`src/rtl/efi_spi_pkg.sv`:
```
// Shared definitions for the efi SPI initiator.
//   spi_state_e : frame sequencer states
//   CPOL/CPHA   : SPI mode constants (mode 0: sck idles low, data launched before first rising edge)
//   clog2       : ceil(log2(value)) for sizing counters from parameters
package efi_spi_pkg;

    typedef enum logic [2:0] {
        IDLE,
        SETUP,
        SHIFT,
        WAIT,
        HOLD,
        GAP
    } spi_state_e;

    localparam logic CPOL = 1'b0;
    localparam logic CPHA = 1'b0;

    function automatic int clog2(input int value);
        int result;
        result = 0;
        while ((1 << result) < value) result++;
        return result;
    endfunction

endpackage

```
`src/rtl/efi_spi_half_timer.sv`:
```
// sck half-period timer.
//   clk, reset_n : clock, async active-low reset
//   enable       : count while high; the count is held at zero while low, so every
//                  enable rising edge starts a fresh full half-period
//   tick         : one-cycle pulse every CLK_DIV enabled cycles
module efi_spi_half_timer
    import efi_spi_pkg::*;
#(
    parameter int CLK_DIV = 2
) (
    input  logic clk,
    input  logic reset_n,
    input  logic enable,
    output logic tick
);

    localparam int CNT_W = clog2(CLK_DIV + 1);

    logic [CNT_W-1:0] cnt;

    assign tick = enable && (cnt == CNT_W'(CLK_DIV - 1));

    always_ff @(posedge clk or negedge reset_n) begin
        if (!reset_n) begin
            cnt <= '0;
        end else if (!enable || tick) begin
            cnt <= '0;
        end else begin
            cnt <= cnt + 1'b1;
        end
    end

endmodule

```
`src/rtl/efi_spi_master.sv`:
```
// SPI initiator, mode 0, MSB first. One word per start; cs stays low between words
// of a frame until a word tagged last completes.
//   clk, reset_n      : clock, async active-low reset
//   start/tx_data/last: word request, accepted when ready=1
//   ready, busy       : handshake / frame-in-progress
//   rx_data, rx_valid : received word and its one-cycle strobe
//   sck, mosi, cs     : SPI bus outputs (all registered)
//   miso              : SPI bus input, asynchronous
module efi_spi_master
    import efi_spi_pkg::*;
#(
    parameter int DATA_W   = 16,
    parameter int CLK_DIV  = 2,
    parameter int CS_SETUP = 2,
    parameter int CS_HOLD  = 2
) (
    input  logic              clk,
    input  logic              reset_n,
    input  logic              start,
    input  logic [DATA_W-1:0] tx_data,
    input  logic              last,
    output logic              ready,
    output logic              busy,
    output logic [DATA_W-1:0] rx_data,
    output logic              rx_valid,
    output logic              sck,
    output logic              mosi,
    input  logic              miso,
    output logic              cs
);

    localparam int BIT_W  = clog2(DATA_W + 1);
    localparam int PH_MAX = (CS_SETUP > CS_HOLD) ? CS_SETUP : CS_HOLD;
    localparam int PH_W   = clog2(PH_MAX + 1);

    localparam logic [BIT_W-1:0] LAST_BIT  = BIT_W'(DATA_W - 1);
    localparam logic [PH_W-1:0]  SETUP_END = PH_W'(CS_SETUP - 1);
    localparam logic [PH_W-1:0]  HOLD_END  = PH_W'(CS_HOLD - 1);

    spi_state_e        state_q, state_d;
    logic              miso_meta, miso_sync;
    logic [DATA_W-1:0] shreg;
    logic [DATA_W-1:0] shreg_next;
    logic [BIT_W-1:0]  bit_cnt;
    logic [PH_W-1:0]   ph_cnt;
    logic              last_q;
    logic              tick;
    logic              accept;
    logic              sck_fall;
    logic              word_done;

    efi_spi_half_timer #(
        .CLK_DIV (CLK_DIV)
    ) u_half_timer (
        .clk     (clk),
        .reset_n (reset_n),
        .enable  (state_q == SHIFT),
        .tick    (tick)
    );

    assign ready      = (state_q == IDLE) || (state_q == WAIT);
    assign busy       = (state_q != IDLE);
    assign accept     = start && ready;
    assign sck_fall   = tick && (sck != CPOL);
    assign word_done  = sck_fall && (bit_cnt == LAST_BIT);
    assign shreg_next = {shreg[DATA_W-2:0], miso_sync};

    always_ff @(posedge clk or negedge reset_n) begin
        if (!reset_n) state_q <= IDLE;
        else          state_q <= state_d;
    end

    always_comb begin
        state_d = state_q;
        case (state_q)
            IDLE:    if (start) state_d = SETUP;
            SETUP:   if (ph_cnt == SETUP_END) state_d = SHIFT;
            SHIFT:   if (word_done) state_d = last_q ? HOLD : WAIT;
            WAIT:    if (start) state_d = SHIFT;
            HOLD:    if (ph_cnt == HOLD_END) state_d = GAP;
            GAP:     state_d = IDLE;
            default: state_d = IDLE;
        endcase
    end

    // The shift register carries the not-yet-sent tx bits above the received bits:
    // mosi is launched from its MSB on each falling edge while miso enters at the
    // LSB, so after DATA_W falling edges it holds exactly the received word.
    always_ff @(posedge clk or negedge reset_n) begin
        if (!reset_n) begin
            miso_meta <= 1'b0;
            miso_sync <= 1'b0;
            shreg     <= '0;
            bit_cnt   <= '0;
            ph_cnt    <= '0;
            last_q    <= 1'b0;
            sck       <= CPOL;
            cs        <= 1'b1;
            mosi      <= 1'b0;
            rx_data   <= '0;
            rx_valid  <= 1'b0;
        end else begin
            miso_meta <= miso;
            miso_sync <= miso_meta;
            rx_valid  <= 1'b0;
            cs        <= (state_d == IDLE) || (state_d == GAP);

            if ((state_d != state_q) || !((state_q == SETUP) || (state_q == HOLD))) begin
                ph_cnt <= '0;
            end else begin
                ph_cnt <= ph_cnt + 1'b1;
            end

            if (accept) begin
                // First bit is on the wire before the first rising edge.
                mosi    <= (CPHA == 1'b0) ? tx_data[DATA_W-1] : 1'b0;
                shreg   <= {tx_data[DATA_W-2:0], 1'b0};
                last_q  <= last;
                bit_cnt <= '0;
            end

            if (tick) begin
                sck <= ~sck;
                if (sck_fall) begin
                    shreg   <= shreg_next;
                    bit_cnt <= bit_cnt + 1'b1;
                    if (word_done) begin
                        // mosi keeps the final bit through WAIT/HOLD.
                        rx_data  <= shreg_next;
                        rx_valid <= 1'b1;
                    end else begin
                        mosi <= shreg[DATA_W-1];
                    end
                end
            end

            if (state_d == IDLE) mosi <= 1'b0;
        end
    end

endmodule

```
`config.mk`:
```
export PLATFORM = sky130hd
export DESIGN_NAME = efi_spi_master
export DESIGN_NICKNAME = d
export VERILOG_FILES = /design/src/rtl/efi_spi_pkg.sv /design/src/rtl/efi_spi_half_timer.sv /design/src/rtl/efi_spi_master.sv
export SDC_FILE = /design/constraint.sdc
export NUM_CORES = 1
export LEC_CHECK = 0
export CAP_MARGIN = 25
export CORE_UTILIZATION = 25
export DETAILED_ROUTE_END_ITERATION = 7
export GPL_ROUTABILITY_DRIVEN = 0
export HOLD_SLACK_MARGIN = 0.1
export SETUP_SLACK_MARGIN = 0.05
export SKIP_LAST_GASP = 1
export SYNTH_ARGS = -nofsm -noshare
export SYNTH_HDL_FRONTEND = slang
export SYNTH_SLANG_ARGS = --single-unit
export TNS_END_PERCENT = 10
```
`constraint.sdc`:
```
create_clock -name clk -period 2.3 [get_ports clk]
set_input_delay 0.23 -clock clk [delete_from_list [all_inputs] [get_ports clk]]
set_output_delay 0.23 -clock clk [all_outputs]
set_load 0.05 [all_outputs]
```
* After elaboration in Yosys (flattened, before gate mapping)
Cells that the tools add are included.
** Storage, ports and cells
- Flip-flop bits (word level) :: 51
- Input bits :: 21
** Cells by class
- Add/subtract/negate cells :: 3
- Eq/ne operators :: 9
- Muxes and demuxes :: 23
- Bitwise logic cells :: 1
- Reduce and logical (&&, ||, !) cells :: 15
** Operators with widths (number)
- $mux W16 :: 3
- $mux W3 :: 6
- $mux W5 :: 3
- $pmux W3 S5 :: 1
- $mux W1 :: 8
- $eq A3 B2 Y1 const B :: 2
- $eq A3 B3 Y1 const B :: 2
- $logic_not A3 Y1 :: 2
- $add A5 B1 Y5 const B :: 1
- $eq A5 B4 Y1 const B :: 1
- $logic_or A1 B1 Y1 :: 5
- $add A2 B1 Y2 const B :: 2
- $eq A2 B1 Y1 const B :: 2
- $logic_and A1 B1 Y1 :: 4
- $mux W2 :: 2
- $eq A3 B1 Y1 const B :: 1
- $ne A3 B3 Y1 :: 1
- $reduce_and A3 Y1 :: 1
- $reduce_bool A3 Y1 :: 1
- $logic_not A1 Y1 :: 2
- $not A1 Y1 :: 1

* Longest topological paths before layout
Gate-level depths: netlist of run 1.
- Depth in word-level cells :: 9
- Gate-level depth with buffers :: 8

* Hierarchy
Synthesis of run 1 repeated with hierarchy kept, for this count alone.
** Second synthesis, totals
- Cell total of the unflattened synthesis :: 190
- Area, all modules :: 2234.6 sq um
** By module, submodules not included
- efi_spi_master :: times used 1, cells each 183, area each 2137.0 sq um, seq. area each 1227.4 sq um
- efi_spi_half_timer :: times used 1, cells each 7, area each 97.6 sq um, seq. area each 50.0 sq um

* Worst setup path after synthesis of run 1
OpenSTA, ideal clock, no wires.
- Path type :: reg-to-reg
- From :: register bit_cnt[0]
- To :: register rx_data[0]
- Setup time :: 0.125 ns
- Data arrival time :: 1.602 ns
- Setup slack :: 0.573 ns
- Cell stages (with the launch flop) :: 7
- Path buffers :: 1
- Cells stage by stage :: dfrtp_1 > ha_1 > and3_1 > ha_1 > and3_4 > buf_12 > mux2_4
** Between the ends
- Word-level cells in the longest chain between the ends :: 3
** RTL lines
- start: declaration :: line efi_spi_master.sv:44 : logic [BIT_W-1:0] bit_cnt;
- start signal: assignment :: line efi_spi_master.sv:126 : bit_cnt <= bit_cnt + 1'b1;
- $eq A5 B4 Y1 :: line efi_spi_master.sv:65 : assign word_done = sck_fall && (bit_cnt == LAST_BIT);
- $logic_and A1 B1 Y1 :: line efi_spi_master.sv:65
- $reduce_and A3 Y1 (no source line)
- end signal: assignment :: line efi_spi_master.sv:129 : rx_data <= shreg_next;
- end: declaration :: line efi_spi_master.sv:24 : output logic [DATA_W-1:0] rx_data,
Every way passes these cells.
A chain may end at the register's enable or synchronous reset.

* Worst setup path in the final report of run 1
- From :: register state_q[1]
- To :: output busy
** Between the ends
- Word-level cells in the longest chain between the ends :: 1
** RTL lines
- start: declaration :: line efi_spi_master.sv:40 : spi_state_e state_q, state_d;
- start signal: assignment :: line efi_spi_master.sv:70 : else state_q <= state_d;
- $reduce_bool A3 Y1 :: line efi_spi_master.sv:62 : assign busy = (state_q != IDLE);
- end: declaration :: line efi_spi_master.sv:23 : output logic busy,
Every way passes these cells.

==> flow_metrics.py, run 1 <==
metrics = {
    "run_status": {
        "status": "finished, final reports clean",
    },
    "placed_design": {
        "io_buffers": 42,
        "hpwl_um": 3130,
        "dp_cells": 327,
    },
    "pwr": {
        "power.density_nw_per_um2": 834,
        "p_leak_nw": 1.30,
        "vdd_drop_max_mv": 0.338,
        "finalPower_mw": 2.38,
    },
    "yosys": {
        "synth_cells": 184,
        "synthXorXnorAreaFrac_pct": 1.16,
        "synth_top_family_by_area": "simple AND/OR/NAND/NOR gates",
        "yosysWarnings": 0,
        "ys_seq_elements": 51,
        "synth_ff_type": "dfrtp_1",
        "synth_compound_area_share_pct": 11.4,
        "synthTopCellsByArea": "dfrtp_1 55%, mux2_4 11%, nand2_1 5.6%, a22oi_1 4.0%, ha_1 2.2%",
        "synth-adder-area-share_pct": 2.21,
        "synth_mux_area_share_pct": 11.0,
        "async_flop_share_pct": 100,
        "synth_top_cell_by_area": "dfrtp_1",
        "syn_area_um2": 2260,
        "yosys.area_share.simple_pct": 12.4,
        "synth_area_per_cell_um2": 12.3,
        "syn-num-nets": 209,
        "synth_top_area_share_pct": 55.2,
        "yosysSeqAreaShare_pct": 56.4,
        "synth-edff-count": 0,
        "ys_types": 38,
    },
    "cts": {
        "clk_latency_ns": 0.29,
        "root_buffer": "clkbuf_8",
        "cts_buffers": 5,
        "clk_pin_slew_worst_paths_ns": 0.09,
        "tritoncts": "built",
        "clock_sinks": 51,
        "cts_resized": 0,
        "clk_path_buf_depth": 2,
        "cts_htree_levels": 2,
        "cts_setup_buffers": 0,
    },
    "timing": {
        "maxSlewHeadroom_pct": 60.5,
        "post-route-period-util_pct": 93.4,
        "finalCriticalPeriod_ns": 2.15,
        "fin_worst_skew_ns": 0.00596,
        "setup_tns_ns": 0,
        "rsz0062_at_grt": "no",
        "fmax_mhz": 465,
        "slew_viol_final": 0,
        "tightest_slew_ns": 0.593,
        "hold_violations": 0,
        "finalSetupViolCount": 0,
    },
    "die": {
        "die_h_um": 97.2,
        "rows": 34,
        "core_um2": 8760,
        "floorplan.initialDensity_pct": 25.8,
        "die-area_um2": 9440,
        "ioPinCount": 43,
        "die_x_um": 97.2,
    },
    "cells_and_area": {
        "seq_area_um2": 1280,
        "layout-drive-gt1-share_pct": 15.4,
        "final_cells": 336,
        "final_util_pct": 32.6,
        "area_delta_synth_final_pct": 26.2,
        "fillers": 892,
        "layout.nets": 252,
        "diodes": 0,
        "mostFrequentLayoutCells": "50 x dfrtp_1, 40 x clkdlybuf4s50_1, 34 x nand2_1",
        "final_common_cell": "dfrtp_1",
        "multiInputGateArea_um2": 866,
    },
    "global_route": {
        "grt_pass1_vias": 1537,
        "grt-ovfl-total": 0,
        "grt_pass1_wl_um": 8010,
        "grt_max_degree": 52,
        "antenna_found_initial": 0,
        "grt_use_total_pct": 10.6,
    },
    "worst_setup_path": {
        "worstPathMaxFanout": 11,
        "cp_data_required_time_ns": 2.07,
        "end_kind": "output port",
        "critPathKind": "flop to output port",
        "cp.arrival_ns": 1.92,
        "cp-start-kind": "flop",
    },
    "detailed_routing": {
        "routed_wl_um": 4670,
        "first_pass_iters": 4,
        "drtIter0Drc": 47,
        "vias": 1466,
        "drc": 0,
        "vias_per_cell": 4.36,
        "routedWlPerCell_um": 13.9,
        "final_antenna_net_count": 0,
    },
    "flow_run": {
        "drv_cap": 0,
    },
    "min_path": {
        "hp-class": "flop to flop",
    },
}
==> final cells by class <==
| class | instances | area share [%] |
|---|---|---|
| Tap cell | 108 | 4.73 |
| Sequential cell | 51 | 44.7 |
| Clock buffer | 8 | 3.50 |
| Inverter | 6 | 0.788 |
| Multi-Input combinational cell | 117 | 30.3 |
| Timing Repair Buffer | 46 | 16.0 |
==> per-layer routing <==
metal	track usage, %	routed length [um]
met1	15.7	2490
met2	15.5	1950
met3	3.17	212
met4	1.72	17
met5	0	0
==> final timing paths <==
kind,slack [ns],cells past startpoint,end,start
max in group asynchronous,1.57,3,cs,reset_n
worst max register to register,0.40,3,rx_data[6],state_q[2]
worst max-delay path,0.15,2,busy,state_q[1]
worst min-delay path,0.36,0,miso_sync,miso_meta
worst min register to register,0.36,0,miso_sync,miso_meta
min in group asynchronous,0.46,3,u_half_timer.cnt[1],reset_n
==> critical path, cell delays in order (launching register included) <==
cell and delay [ns]:
dfrtp_1 0.50, or3_1 0.42, clkdlybuf4s50_1 0.71
==> Yosys cell counts, types with 3 or more instances <==
master and n:
a21oi_1 7, dfrtp_1 50, o22ai_1 3, inv_1 6, buf_4 3, nor2_1 5, a22o_1 3, mux2_4 16
ha_1 4, o21ai_0 7, nand2_1 34, a22oi_1 12
==> power breakdown <==
part	leakage, nW	switching, mW	internal (mW)
clock network	0.0515	0.282	0.275
logic	0.593	0.319	0.230
registers	0.660	0.184	1.09
==> sequential cells by signal, indices dropped and copies added (netlist names) <==
register / flops
ph_cnt: 2
miso_meta: 1
state_q: 3
rx_valid: 1
cs: 1
u_half_timer.cnt: 2
rx_data: 16
last_q: 1
miso_sync: 1
mosi: 1
shreg: 16
bit_cnt: 5
sck: 1
==> kinds of logic (layout without fill, tap and decap cells) <==
family / Yosys count / after routing
and+or+nand+nor: 56 / 56
DFF: 51 / 51
AOI/OAI and AO/OA: 37 / 37
muxes: 17 / 17
buffers and inverters: 16 / 60
adders and majority gates: 4 / 4
xor gates and xnor gates: 3 / 3
==> what timing repair did <==
item / 4_1_cts / 5_1_grt
hold endpoints to repair: 50 / 0
hold buffers: 1 / 0
endpoints found under the setup margin: 0 / 0
==> stage by stage <==
step,instance area [um2],setup slack [ns],hold WS [ns]
finish,2860,0.152,0.355
floorplan,2260,0.573,-0.0656
CTS,2860,0.132,0.358
global route,2860,0.0565,0.362
detailed placement,2750,0.395,0.242
global placement,2750,0.471,0.245
Note: power is estimated with default switching activity, not from simulation.
==> run 2: changes to the inputs <==
--- a/config.mk
+++ b/config.mk
@@ -5,11 +5,12 @@
 export SDC_FILE = /design/constraint.sdc
 export NUM_CORES = 1
 export LEC_CHECK = 0
-export CAP_MARGIN = 25
 export CORE_UTILIZATION = 25
+export CTS_BUF_LIST = sky130_fd_sc_hd__clkbuf_4 sky130_fd_sc_hd__clkbuf_8
 export DETAILED_ROUTE_END_ITERATION = 7
 export GPL_ROUTABILITY_DRIVEN = 0
 export HOLD_SLACK_MARGIN = 0.1
+export PLACE_DENSITY = 0.49
 export SETUP_SLACK_MARGIN = 0.05
 export SKIP_LAST_GASP = 1
 export SYNTH_ARGS = -nofsm -noshare
==> flow_metrics.py, run 2 (synthesized netlist as in run 1, its figures left out) <==
metrics = {
    "detailed_routing": {
        "routedWlPerCell_um": 13.8,
        "final_antenna_net_count": 0,
        "drc": 0,
        "first_pass_iters": 4,
        "vias": 1462,
        "routed_wl_um": 4640,
        "drtIter0Drc": 57,
        "vias_per_cell": 4.35,
    },
    "run_status": {
        "status": "finished, final reports clean",
    },
    "min_path": {
        "hp-class": "flop to flop",
    },
    "timing": {
        "tightest_slew_ns": 0.591,
        "finalCriticalPeriod_ns": 2.16,
        "setup_tns_ns": 0,
        "maxSlewHeadroom_pct": 60.6,
        "worst_hold_slack_ns": 0.374,
        "finalSetupViolCount": 0,
        "hold_violations": 0,
        "fin_worst_skew_ns": 0.00500,
        "post-route-period-util_pct": 94.0,
        "fmax_mhz": 462,
        "rsz0062_at_grt": "no",
        "slew_viol_final": 0,
    },
    "die": {
        "ioPinCount": 43,
        "floorplan.initialDensity_pct": 25.8,
        "rows": 34,
        "die-area_um2": 9440,
        "core_um2": 8760,
        "die_x_um": 97.2,
        "die_h_um": 97.2,
    },
    "worst_setup_path": {
        "slowest_delay_ns": 0.71,
        "cp.arrival_ns": 1.93,
        "critPathKind": "flop to output port",
        "cp_data_required_time_ns": 2.07,
        "cp_slowest_cell": "clkdlybuf4s50_1",
        "cpLargestDelayFamily": "buffers and inverters",
        "crit_buf_inv": 1,
        "end_kind": "output port",
        "path_cells": "or3_1 > clkdlybuf4s50_1",
        "cp-start-kind": "flop",
        "worstPathMaxFanout": 11,
    },
    "placed_design": {
        "io_buffers": 42,
        "hpwl_um": 3200,
    },
    "global_route": {
        "grt_use_total_pct": 10.4,
        "grt-ovfl-total": 0,
        "antenna_found_initial": 0,
        "grt_max_degree": 30,
        "grt_pass1_vias": 1457,
        "grt_pass1_wl_um": 7710,
    },
    "cts": {
        "root_buffer": "clkbuf_8",
        "clk_path_buf_depth": 2,
        "cts_htree_levels": 2,
        "cts_buffers": 5,
        "clk_pin_slew_worst_paths_ns": 0.09,
        "clock_sinks": 51,
        "tritoncts": "built",
        "clk_latency_ns": 0.30,
        "cts_resized": 0,
    },
    "pwr": {
        "finalPower_mw": 2.56,
        "p_leak_nw": 1.32,
        "vdd_drop_max_mv": 0.338,
        "power.density_nw_per_um2": 884,
    },
    "cells_and_area": {
        "diodes": 0,
        "fillers": 887,
        "area_delta_synth_final_pct": 27.8,
        "layout-drive-gt1-share_pct": 15.8,
        "layout.nets": 252,
        "final_util_pct": 33.0,
        "reg.largest.list": "rx_data (16), shreg (16), bit_cnt (5)",
        "mostFrequentLayoutCells": "50 x dfrtp_1, 40 x clkdlybuf4s50_1, 34 x nand2_1",
        "final_common_cell": "dfrtp_1",
    },
    "flow_run": {
        "drv_cap": 0,
    },
}
run 2: changes by cell type in the layout (fill, tap and decap cells not counted), sizes merged:
cell    delta
bufinv     +2
clkbuf     -2
run 2: routing by layer:
metal  up-vias  share of wire [%]  track usage (%)  wire length (um)
li1        727                  -                -                 -
met1       697                 52             15.2              2390
met2        34                 44             15.0              2040
met3         4                3.8             2.81               178
met4         0               0.78             2.76                36
met5         -                  0                0                 0
run 2: where the power goes:
part | internal (mW) | total (mW) | switching, mW
clock | 0.447 | 0.737 | 0.291
combinational | 0.230 | 0.541 | 0.311
sequential | 1.09 | 1.28 | 0.187
run 2: timing repair:
item / in CTS / in global routing
endpoints found under the hold margin: 21 / 0
hold buffers: 1 / 0
setup buffers: 0 / 0
endpoints found under the setup margin: 0 / 0
run 2: final timing paths:
| kind | from | end | slack (ns) | cells past startpoint |
|---|---|---|---|---|
| min in group asynchronous | reset_n | rx_data[3] | 0.45 | 2 |
| hold / removal | miso_meta | miso_sync | 0.37 | 0 |
| setup reg to reg | state_q[2] | rx_data[11] | 0.42 | 3 |
| setup / recovery | state_q[1] | busy | 0.14 | 2 |
| max in group asynchronous | reset_n | rx_data[11] | 1.30 | 3 |
| hold reg to reg | miso_meta | miso_sync | 0.37 | 0 |
run 2: area by class of cell:
| class | instances | area, um2 | area share [%] |
|---|---|---|---|
| clock buffers | 6 | 76.3 | 2.64 |
| clock inverters | 2 | 60.1 | 2.07 |
| inverters | 6 | 22.5 | 0.778 |
| multi-input cells | 117 | 866 | 29.9 |
| flip-flops and latches | 51 | 1280 | 44.1 |
| well taps | 108 | 135 | 4.67 |
| repair buffers | 46 | 458 | 15.8 |
run 2: metrics by stage:
| stage | setup WS [ns] | cell area (um2) | instances |
|---|---|---|---|
| 6_report | 0.138 | 2900 | 336 |
| 5_1_grt | 0.0530 | 2900 | 336 |
| 4_1_cts | 0.129 | 2900 | 336 |
| 3_5_place_dp | 0.426 | 2750 | 327 |
| 3_3_place_gp | 0.456 | 2750 | 327 |
| 2_1_floorplan | 0.573 | 2260 | 184 |
==> run 3: changes to the inputs <==
--- a/config.mk
+++ b/config.mk
@@ -5,6 +5,7 @@
 export SDC_FILE = /design/constraint.sdc
 export NUM_CORES = 1
 export LEC_CHECK = 0
+export CORE_ASPECT_RATIO = 1.75
 export CORE_UTILIZATION = 25
 export CTS_BUF_LIST = sky130_fd_sc_hd__clkbuf_4 sky130_fd_sc_hd__clkbuf_8
 export DETAILED_ROUTE_END_ITERATION = 7
==> flow_metrics.py, run 3 (synthesized netlist as in run 1, its figures left out) <==
metrics = {
    "die": {
        "die-area_um2": 9460,
        "floorplan.initialDensity_pct": 25.9,
        "rows": 45,
        "die_x_um": 73.9,
        "core_um2": 8730,
        "die_h_um": 128,
        "ioPinCount": 43,
    },
    "pwr": {
        "vdd_drop_max_mv": 0.296,
        "power.density_nw_per_um2": 829,
        "p_leak_nw": 1.30,
    },
    "cts": {
        "postCtsHoldBufs": 1,
        "clk_latency_ns": 0.31,
        "root_buffer": "clkbuf_8",
        "clock_sinks": 51,
        "tritoncts": "built",
        "clk_pin_slew_worst_paths_ns": 0.09,
        "cts_htree_levels": 2,
        "cts_buffers": 5,
        "clk_path_buf_depth": 2,
        "cts_setup_buffers": 0,
        "cts_resized": 0,
    },
    "worst_setup_path": {
        "slowest_delay_ns": 0.71,
        "worstPathMaxFanout": 11,
        "path_cells": "or3_1 > clkdlybuf4s50_1",
        "end_kind": "output port",
        "cp_slowest_cell": "clkdlybuf4s50_1",
        "cp_data_required_time_ns": 2.07,
        "cp-start-kind": "flop",
        "cp.arrival_ns": 1.94,
        "critPathKind": "flop to output port",
    },
    "cells_and_area": {
        "fillers": 902,
        "multiInputGateArea_um2": 866,
        "seq_area_um2": 1280,
        "final_cells": 345,
        "reg.largest.list": "rx_data (16), shreg (16), bit_cnt (5)",
        "diodes": 0,
        "final_util_pct": 32.7,
        "mostFrequentLayoutCells": "50 x dfrtp_1, 40 x clkdlybuf4s50_1, 34 x nand2_1",
        "layout.nets": 252,
        "final_common_cell": "dfrtp_1",
        "layout-drive-gt1-share_pct": 15.8,
        "area_delta_synth_final_pct": 26.1,
    },
    "timing": {
        "maxSlewHeadroom_pct": 56.7,
        "finalCriticalPeriod_ns": 2.17,
        "slew_viol_final": 0,
        "hold_violations": 0,
        "setup_ws_ns": 0.132,
        "rsz0062_at_grt": "no",
        "tightest_slew_ns": 0.650,
        "setup_tns_ns": 0,
        "post-route-period-util_pct": 94.2,
        "finalSetupViolCount": 0,
        "fin_worst_skew_ns": 0.0109,
        "fmax_mhz": 461,
    },
    "global_route": {
        "grt_use_total_pct": 11.1,
        "antenna_found_initial": 0,
        "grt_pass1_vias": 1521,
        "grt-ovfl-total": 0,
        "grt_max_degree": 52,
        "grt_pass1_wl_um": 7780,
    },
    "detailed_routing": {
        "routedWlPerCell_um": 13.5,
        "final_antenna_net_count": 0,
        "routed_wl_um": 4650,
        "vias_per_cell": 4.23,
        "drc": 0,
        "drtIter0Drc": 78,
        "first_pass_iters": 4,
        "vias": 1458,
    },
    "placed_design": {
        "io_buffers": 42,
        "dp_cells": 336,
        "hpwl_um": 3230,
        "post-place-ws_ns": 0.433,
    },
    "min_path": {
        "hp-class": "input pin to flop",
    },
    "run_status": {
        "status": "finished, final reports clean",
    },
    "flow_run": {
        "drv_cap": 0,
    },
}
run 3: changes by cell type in the layout (fill, tap and decap cells not counted), sizes merged:
cell / change
bufinv: -2
clkinv: +1
clkinvlp: +1
run 3: final cells by class:
cell class | count | area share [%]
Clock inverter | 2 | 0.569
Tap cell | 117 | 5.12
Sequential cell | 51 | 44.7
Timing Repair Buffer | 46 | 15.6
Multi-Input combinational cell | 117 | 30.3
Inverter | 6 | 0.788
Clock buffer | 6 | 2.89
run 3: worst max-delay path, delay by kind of cell, from the launching register on:
family | cells | cell delay, ns
buffers and inverters | 1 | 0.71
flip-flops | 1 | 0.50
AND/OR/NAND/NOR | 1 | 0.42
run 3: through the flow:
stage	power (mW)	area, um2	hold slack [ns]
after floorplan	1.64	2260	-0.0656
after global placement	1.83	2750	0.336
after detailed placement	1.84	2750	0.337
after CTS	2.41	2860	0.336
after global routing	2.54	2860	0.347
final	2.37	2860	0.348
run 3: worst paths after layout:
| check | end | cells after the start | from | slack [ns] |
|---|---|---|---|---|
| min reg2reg | miso_sync | 0 | miso_meta | 0.36 |
| max reg2reg | rx_data[9] | 3 | state_q[2] | 0.43 |
| max | busy | 2 | state_q[1] | 0.13 |
| max in group asynchronous | sck | 3 | reset_n | 1.30 |
| min in group asynchronous | rx_valid | 3 | reset_n | 0.54 |
| min | miso_meta | 1 | miso | 0.35 |
run 3: per-layer routing:
metal  wire (um)  up-vias  global-route usage, %  share of wire (%)
met5           0        -                      0                  0
li1            -      724                      -                  -
met3         153        4                   2.20                3.3
met1        2050      703                   14.0                 44
met4          55        0                   5.43                1.2
met2        2390       27                   17.6                 51
run 3: power by group:
group / total [mW] / internal (mW) / switching, mW
combinational: 0.536 / 0.227 / 0.309
sequential: 1.27 / 1.09 / 0.181
clock: 0.559 / 0.246 / 0.313
